## src/rtl/intersection_sequencer.sv

```systemverilog
// intersection_sequencer: round-robin NS/EW/pedestrian light sequencer driving a shared countdown timer
// Ports:
//    clk, rstb               clock, asynchronous active-low reset
//    car_ns, car_ew, ped     requests (ped may be a 1-cycle pulse, it is latched)
//    timer_out               current count of the external timer
//    timer_en/load/init      timer control, all registered
//    light_ns, light_ew      {R,Y,G} one-hot
//    light_ped               {DONT_WALK,WALK} one-hot
module intersection_sequencer #(
   parameter int TW       = 4,
   parameter int GREEN_T  = 5,
   parameter int YELLOW_T = 2,
   parameter int ALLRED_T = 1,
   parameter int WALK_T   = 4
) (
   input  logic          clk,
   input  logic          rstb,
   input  logic          car_ns,
   input  logic          car_ew,
   input  logic          ped,
   input  logic [TW-1:0] timer_out,
   output logic          timer_en,
   output logic          timer_load,
   output logic [TW-1:0] timer_init,
   output logic [2:0]    light_ns,
   output logic [2:0]    light_ew,
   output logic [1:0]    light_ped
);
   typedef enum logic [2:0] {INIT, ALL_RED, NS_GREEN, NS_YELLOW, EW_GREEN, EW_YELLOW, PED_WALK} state_t;
   typedef enum logic [1:0] {RR_NS, RR_EW, RR_PED} rr_t;
   localparam logic [TW-1:0] G_T  = TW'(GREEN_T);
   localparam logic [TW-1:0] Y_T  = TW'(YELLOW_T);
   localparam logic [TW-1:0] AR_T = TW'(ALLRED_T);
   localparam logic [TW-1:0] W_T  = TW'(WALK_T);
   state_t        state_q, state_d;
   rr_t           rr_q, rr_d, grant;
   logic          ped_q, ped_d, expiry, enter;
   logic [TW-1:0] init_d;
   logic [2:0]    ns_d, ew_d;
   logic [1:0]    ped_light_d;
   // a zero seen during the load cycle is the previous phase's leftover count
   assign expiry = (timer_out == '0) && !timer_load;
   // search starts just after the last granted requester; nothing pending rests on NS
   assign grant = (rr_q == RR_NS) ? (car_ew ? RR_EW : ped_q ? RR_PED : RR_NS) :
                  (rr_q == RR_EW) ? (ped_q ? RR_PED : car_ns ? RR_NS : car_ew ? RR_EW : RR_NS) :
                                    (car_ns ? RR_NS : car_ew ? RR_EW : ped_q ? RR_PED : RR_NS);
   always_comb begin
      state_d = state_q;
      case (state_q)
         INIT:      state_d = ALL_RED;
         ALL_RED:   state_d = !expiry ? ALL_RED : grant == RR_NS ? NS_GREEN : grant == RR_EW ? EW_GREEN : PED_WALK;
         NS_GREEN:  state_d = (expiry && (car_ew || ped_q)) ? NS_YELLOW : NS_GREEN;
         EW_GREEN:  state_d = (expiry && (car_ns || ped_q)) ? EW_YELLOW : EW_GREEN;
         default:   state_d = expiry ? ALL_RED : state_q;
      endcase
   end
   // an expiry that keeps the state is a green extension, which also reloads
   assign enter       = (state_d != state_q) || expiry;
   assign rr_d        = (state_q == ALL_RED && expiry) ? grant : rr_q;
   assign ped_d       = (state_d == PED_WALK && state_q != PED_WALK) ? 1'b0 : (ped_q | ped);
   assign init_d      = (state_d == ALL_RED) ? AR_T :
                        (state_d == NS_GREEN || state_d == EW_GREEN) ? G_T :
                        (state_d == NS_YELLOW || state_d == EW_YELLOW) ? Y_T :
                        (state_d == PED_WALK) ? W_T : '0;
   assign ns_d        = (state_d == NS_GREEN) ? 3'b001 : (state_d == NS_YELLOW) ? 3'b010 : 3'b100;
   assign ew_d        = (state_d == EW_GREEN) ? 3'b001 : (state_d == EW_YELLOW) ? 3'b010 : 3'b100;
   assign ped_light_d = (state_d == PED_WALK) ? 2'b01 : 2'b10;
   always_ff @(posedge clk or negedge rstb) begin
      if (!rstb) begin
         state_q    <= INIT;
         rr_q       <= RR_PED;
         ped_q      <= 1'b0;
         timer_en   <= 1'b0;
         timer_load <= 1'b0;
         timer_init <= '0;
         light_ns   <= 3'b100;
         light_ew   <= 3'b100;
         light_ped  <= 2'b10;
      end else begin
         state_q    <= state_d;
         rr_q       <= rr_d;
         ped_q      <= ped_d;
         timer_en   <= 1'b1;
         timer_load <= enter;
         timer_init <= init_d;
         light_ns   <= ns_d;
         light_ew   <= ew_d;
         light_ped  <= ped_light_d;
      end
   end
endmodule
```

## config.mk

```make
export PLATFORM = sky130hd
export DESIGN_NAME = intersection_sequencer
export DESIGN_NICKNAME = d
export VERILOG_FILES = /design/src/rtl/intersection_sequencer.sv
export SDC_FILE = /design/constraint.sdc
export NUM_CORES = 1
export LEC_CHECK = 0
export CAP_MARGIN = 5
export CORE_UTILIZATION = 30
export CTS_CLUSTER_DIAMETER = 30
export DETAILED_ROUTE_END_ITERATION = 8
export DONT_BUFFER_PORTS = 1
export GPL_ROUTABILITY_DRIVEN = 0
export PLACE_DENSITY = 0.42
export SLEW_MARGIN = 0
export SYNTH_ARGS = -nofsm -noshare
export SYNTH_HDL_FRONTEND = slang
export SYNTH_SLANG_ARGS = --single-unit
```

## constraint.sdc

```tcl
create_clock -name clk -period 2.03 [get_ports clk]
set_clock_uncertainty 0.2 [all_clocks]
set_input_delay 0.203 -clock clk [delete_from_list [all_inputs] [get_ports clk]]
set_output_delay 0.203 -clock clk [all_outputs]
set_load 0.01 [all_outputs]
```

==> results by group <==
Timing
  • Final Hold Vio Count: 0
  • Setup Viol. Count Final: 0
  • Max Slew Vio Count: 0
  • Final min period: 1.901 ns
  • Setup TNS after final layout: 0 ns
  • RSZ-0062 raised after global routing: false
  • Achievable frequency: 526.1 MHz
  • Period utilization: 93.64%
  • Slew margin rel.: about 45%
  • Worst-margin pin slew: around 0.82 ns

Floorplan
  • Core Area: 0.002500 mm2
  • Chip width: 53.75 um
  • # rows: 18
  • Die area: 0.002889 mm2
  • Chip Height: 53.75 um
  • Initial Util: 32.13%
  • I/O pins: 23

Logic synthesis
  • Syn_area_per_cell: 11.81 um2
  • Top-count cell post-synth: dfrtp_1
  • XOR/XNOR Fraction of Synth Area: 1.090%
  • Post-Synth Adder-Cell Area: 0%
  • Post-synth top cells: dfrtp_1, nor2_1, dfstp_2, nand2_1, o21ai_0
  • Share of the yosys chip area belonging to registers: 59.81%
  • Simple-gate portion of the synthesized area: 16.98%
  • Warnings from Yosys: 0
  • Main flop type after synthesis: dfrtp_1
  • Yosys cell types: 29
  • Synth top area cells: dfrtp_1, dfstp_2, nor2_1
  • Async set or reset register ratio after synthesis: 100.0%
  • Mapped Area: around 800 um2
  • Syn Nets: between 70 and 80
  • Post-synth top area cell: dfrtp_1
  • Post-synth top area share: 46.73%
  • Mux contribution to synthesized area: 3.271%
  • Post-synth EDFFs: 0
  • Synth Area in Compound Gates: about 16%
  • Number of synthesized register bits: 19
  • Synth Instances: slightly below 70
  • Largest family of logic cells by synthesized area: simple AND/OR/NAND/NOR gates

Setup path
  • Crit-path max FO: 8
  • Reg2reg end: timer_init[0]$_DFF_PN0_
  • Worst Path Arrival: around 1.9 ns
  • R2R Path Start: state_q[0]$_DFF_PN0_
  • Crit path from: state_q[0]$_DFF_PN0_
  • Slowest cell on crit path: dfrtp_1
  • CP startpoint kind: register
  • CP cell instances: nand2b_4 -> mux2_4 -> o31ai_4 -> a22oi_2 -> o21ai_4 -> inv_4 -> o21ai_2
  • Reg2Reg Depth: 7
  • Reg-to-reg slack, setup: approximately 0.13 ns
  • Classification of the worst setup path: register to register
  • Critical path required time: just over 2 ns
  • Slowest stage delay, CP: 0.39 ns
  • Crit. End Element: register

Power and ir drop
  • Switching part of the total power: 35.95%
  • Pint: roughly 0.75 mW
  • Clock power frac: 15.9%
  • Logic pwr share: 30.9%
  • Net switching power: around 0.42 mW
  • LEAKAGE: 0.4128 nW
  • PwrDens: 1213 mW/mm2
  • VDD IR max: 540.7 uV
  • Sequential share of power: 53.2%

Layout
  • Share of cells above drive strength 1: 32.50%
  • Fillers: 246
  • Final core utilization: between 30 and 40%
  • Fin nets: 90
  • Area growth, synth to finish: 19.78%
  • Register Area: 480.5 um2
  • Area occupied by multi-input gates: between 300 and 400 um2
  • Ant diodes: 0
  • Final instance area: 962.2 um2

Global routing
  • GRT Resource Usage Total: 12.02%
  • GRT Residual Overflow: 0
  • Most Used Layer, Global Route: met2
  • Initial antenna violation count: 0
  • First-pass GRT wire length: 2421 um
  • Pin count of the biggest net entering global routing: 20
  • Met1 Resource Use GR: between 10% and 20%
  • Number of global-route vias before repair: ~540
  • M3 GR Usage: 2.825%
  • Met2 usage: between 15 and 20%

Run status
  • Status: finished clean

Hold path
  • Hold path start: car_ew
  • Hold-critical path depth: 4
  • Worst Hold End: ped_q$_DFF_PN0_
  • HP Class: primary input to register

Clock tree
  • Clock transition at path regs: 0.11 ns
  • Setup bufs post-CTS: 0
  • H-tree Lvls: 1
  • Sink Count: 19
  • Worst-Skew Late Latency: 0.29 ns
  • CTS tree: built
  • TritonCTS Buffers: 3
  • CTS Root Buffer Type: clkbuf_4
  • Clk buf depth: 2

Placed design
  • IO Port Bufs: 0
  • Dpl cell area: approximately 860 um2
  • DP Wirelength: 998 um

Route
  • DR WL/cell: 12.54 um
  • DRC: 0
  • DRT iter0 DRCs: 5
  • Pre-antenna DRT Iters: 4
  • Post-route ant nets: 0
  • Final WL: ~1400 um
  • Vias: 543
  • Vias per std cell: a little under 5

Flow run
  • Max Cap Violations: 0
==> worst max-delay path: cells and delay by family (launching register included) <==
kind | cells | cell delay [ns]
mux | 1 | 0.31
compound gates | 4 | 0.72
flops | 1 | 0.39
simple gates | 1 | 0.15
buf+inv | 1 | 0.07
==> layout by cell type, fill, tap and decap left out, drive strengths merged, types with 2 or more instances in the layout <==
| cell type | instances |
|---|---|
| dfrtp | 15 |
| nor2 | 11 |
| o21ai | 7 |
| dlygate4sd3 | 5 |
| nand2 | 4 |
| dfstp | 4 |
| buf | 4 |
| nor2b | 3 |
| clkbuf | 3 |
| and2 | 3 |
| conb | 2 |
| nand2b | 2 |
| mux2 | 2 |
| o31ai | 2 |
==> worst max-delay path by stage <==
stage | end | slack [ns] | cells after the start
finish | timer_init[0]$_DFF_PN0_ | 0.13 | 7
global route | light_ew[1]$_DFF_PN0_ | 0.007 | 6
CTS | light_ped[0]$_DFF_PN0_ | 0.03 | 6
detailed placement | light_ped[0]$_DFF_PN0_ | 0.06 | 6
global placement | light_ped[0]$_DFF_PN0_ | 0.05 | 6
floorplan | timer_init[0]$_DFF_PN0_ | 0.15 | 7
==> cells by family (layout without fill, tap and decap cells) <==
| family | count (synthesis) | in the layout |
|---|---|---|
| AOI/OAI and AO/OA | 15 | 15 |
| xor gates and xnor gates | 1 | 1 |
| buffers and inverters | 2 | 14 |
| DFF | 19 | 19 |
| muxes | 2 | 2 |
| other | 2 | 2 |
| and+or+nand+nor | 27 | 27 |
==> routing by layer <==
layer  vias to the layer above  part of all wire, %
li1                        253                    -
met1                       274                   46
met2                        14                   49
met3                         2                  4.3
met4                         0                  1.4
met5                         -                    0
==> per-stage QoR <==
stage | hold WS [ns] | power [mW] | std cells | setup WS, ns
3_3_place_gp | -0.2922 | 0.9421 | 101 | 0.05326
6_report | 0.04856 | 1.167 | 110 | 0.1291
4_1_cts | 0.03121 | 1.147 | 110 | 0.03310
2_1_floorplan | -0.2926 | 0.8571 | 68 | 0.1504
3_5_place_dp | -0.2922 | 0.9412 | 101 | 0.06476
5_1_grt | 0.06813 | 1.258 | 110 | 0.007244
==> area by class of cell <==
type	count	share of cell area [%]
flip-flops and latches	19	49.93
multi-input cells	47	34.33
repair buffers	9	8.322
well taps	30	3.901
clock buffers	3	2.341
inverters	1	0.6502
clock inverters	1	0.5202
==> registers in the layout, indices dropped and copies added (netlist names) <==
name and cells:
light_ew 3, light_ns 3, light_ped 2, ped_q 1
rr_q 2, state_q 3, timer_en 1, timer_init 3
timer_load 1
==> timing repair <==
item,CTS,global route
hold buffers,5,0
gates resized for setup,0,3
setup endpoints to repair,0,8
endpoints found under the hold margin,22,0
==> power by group through the flow <==
stage,combinational [mW],sequential (mW),clock (mW)
detailed placement,0.323,0.618,0
global route,0.410,0.636,0.212
global placement,0.321,0.621,0
floorplan,0.239,0.618,0
CTS,0.339,0.614,0.194
finish,0.361,0.621,0.185
(Power assumes the default switching activity.)
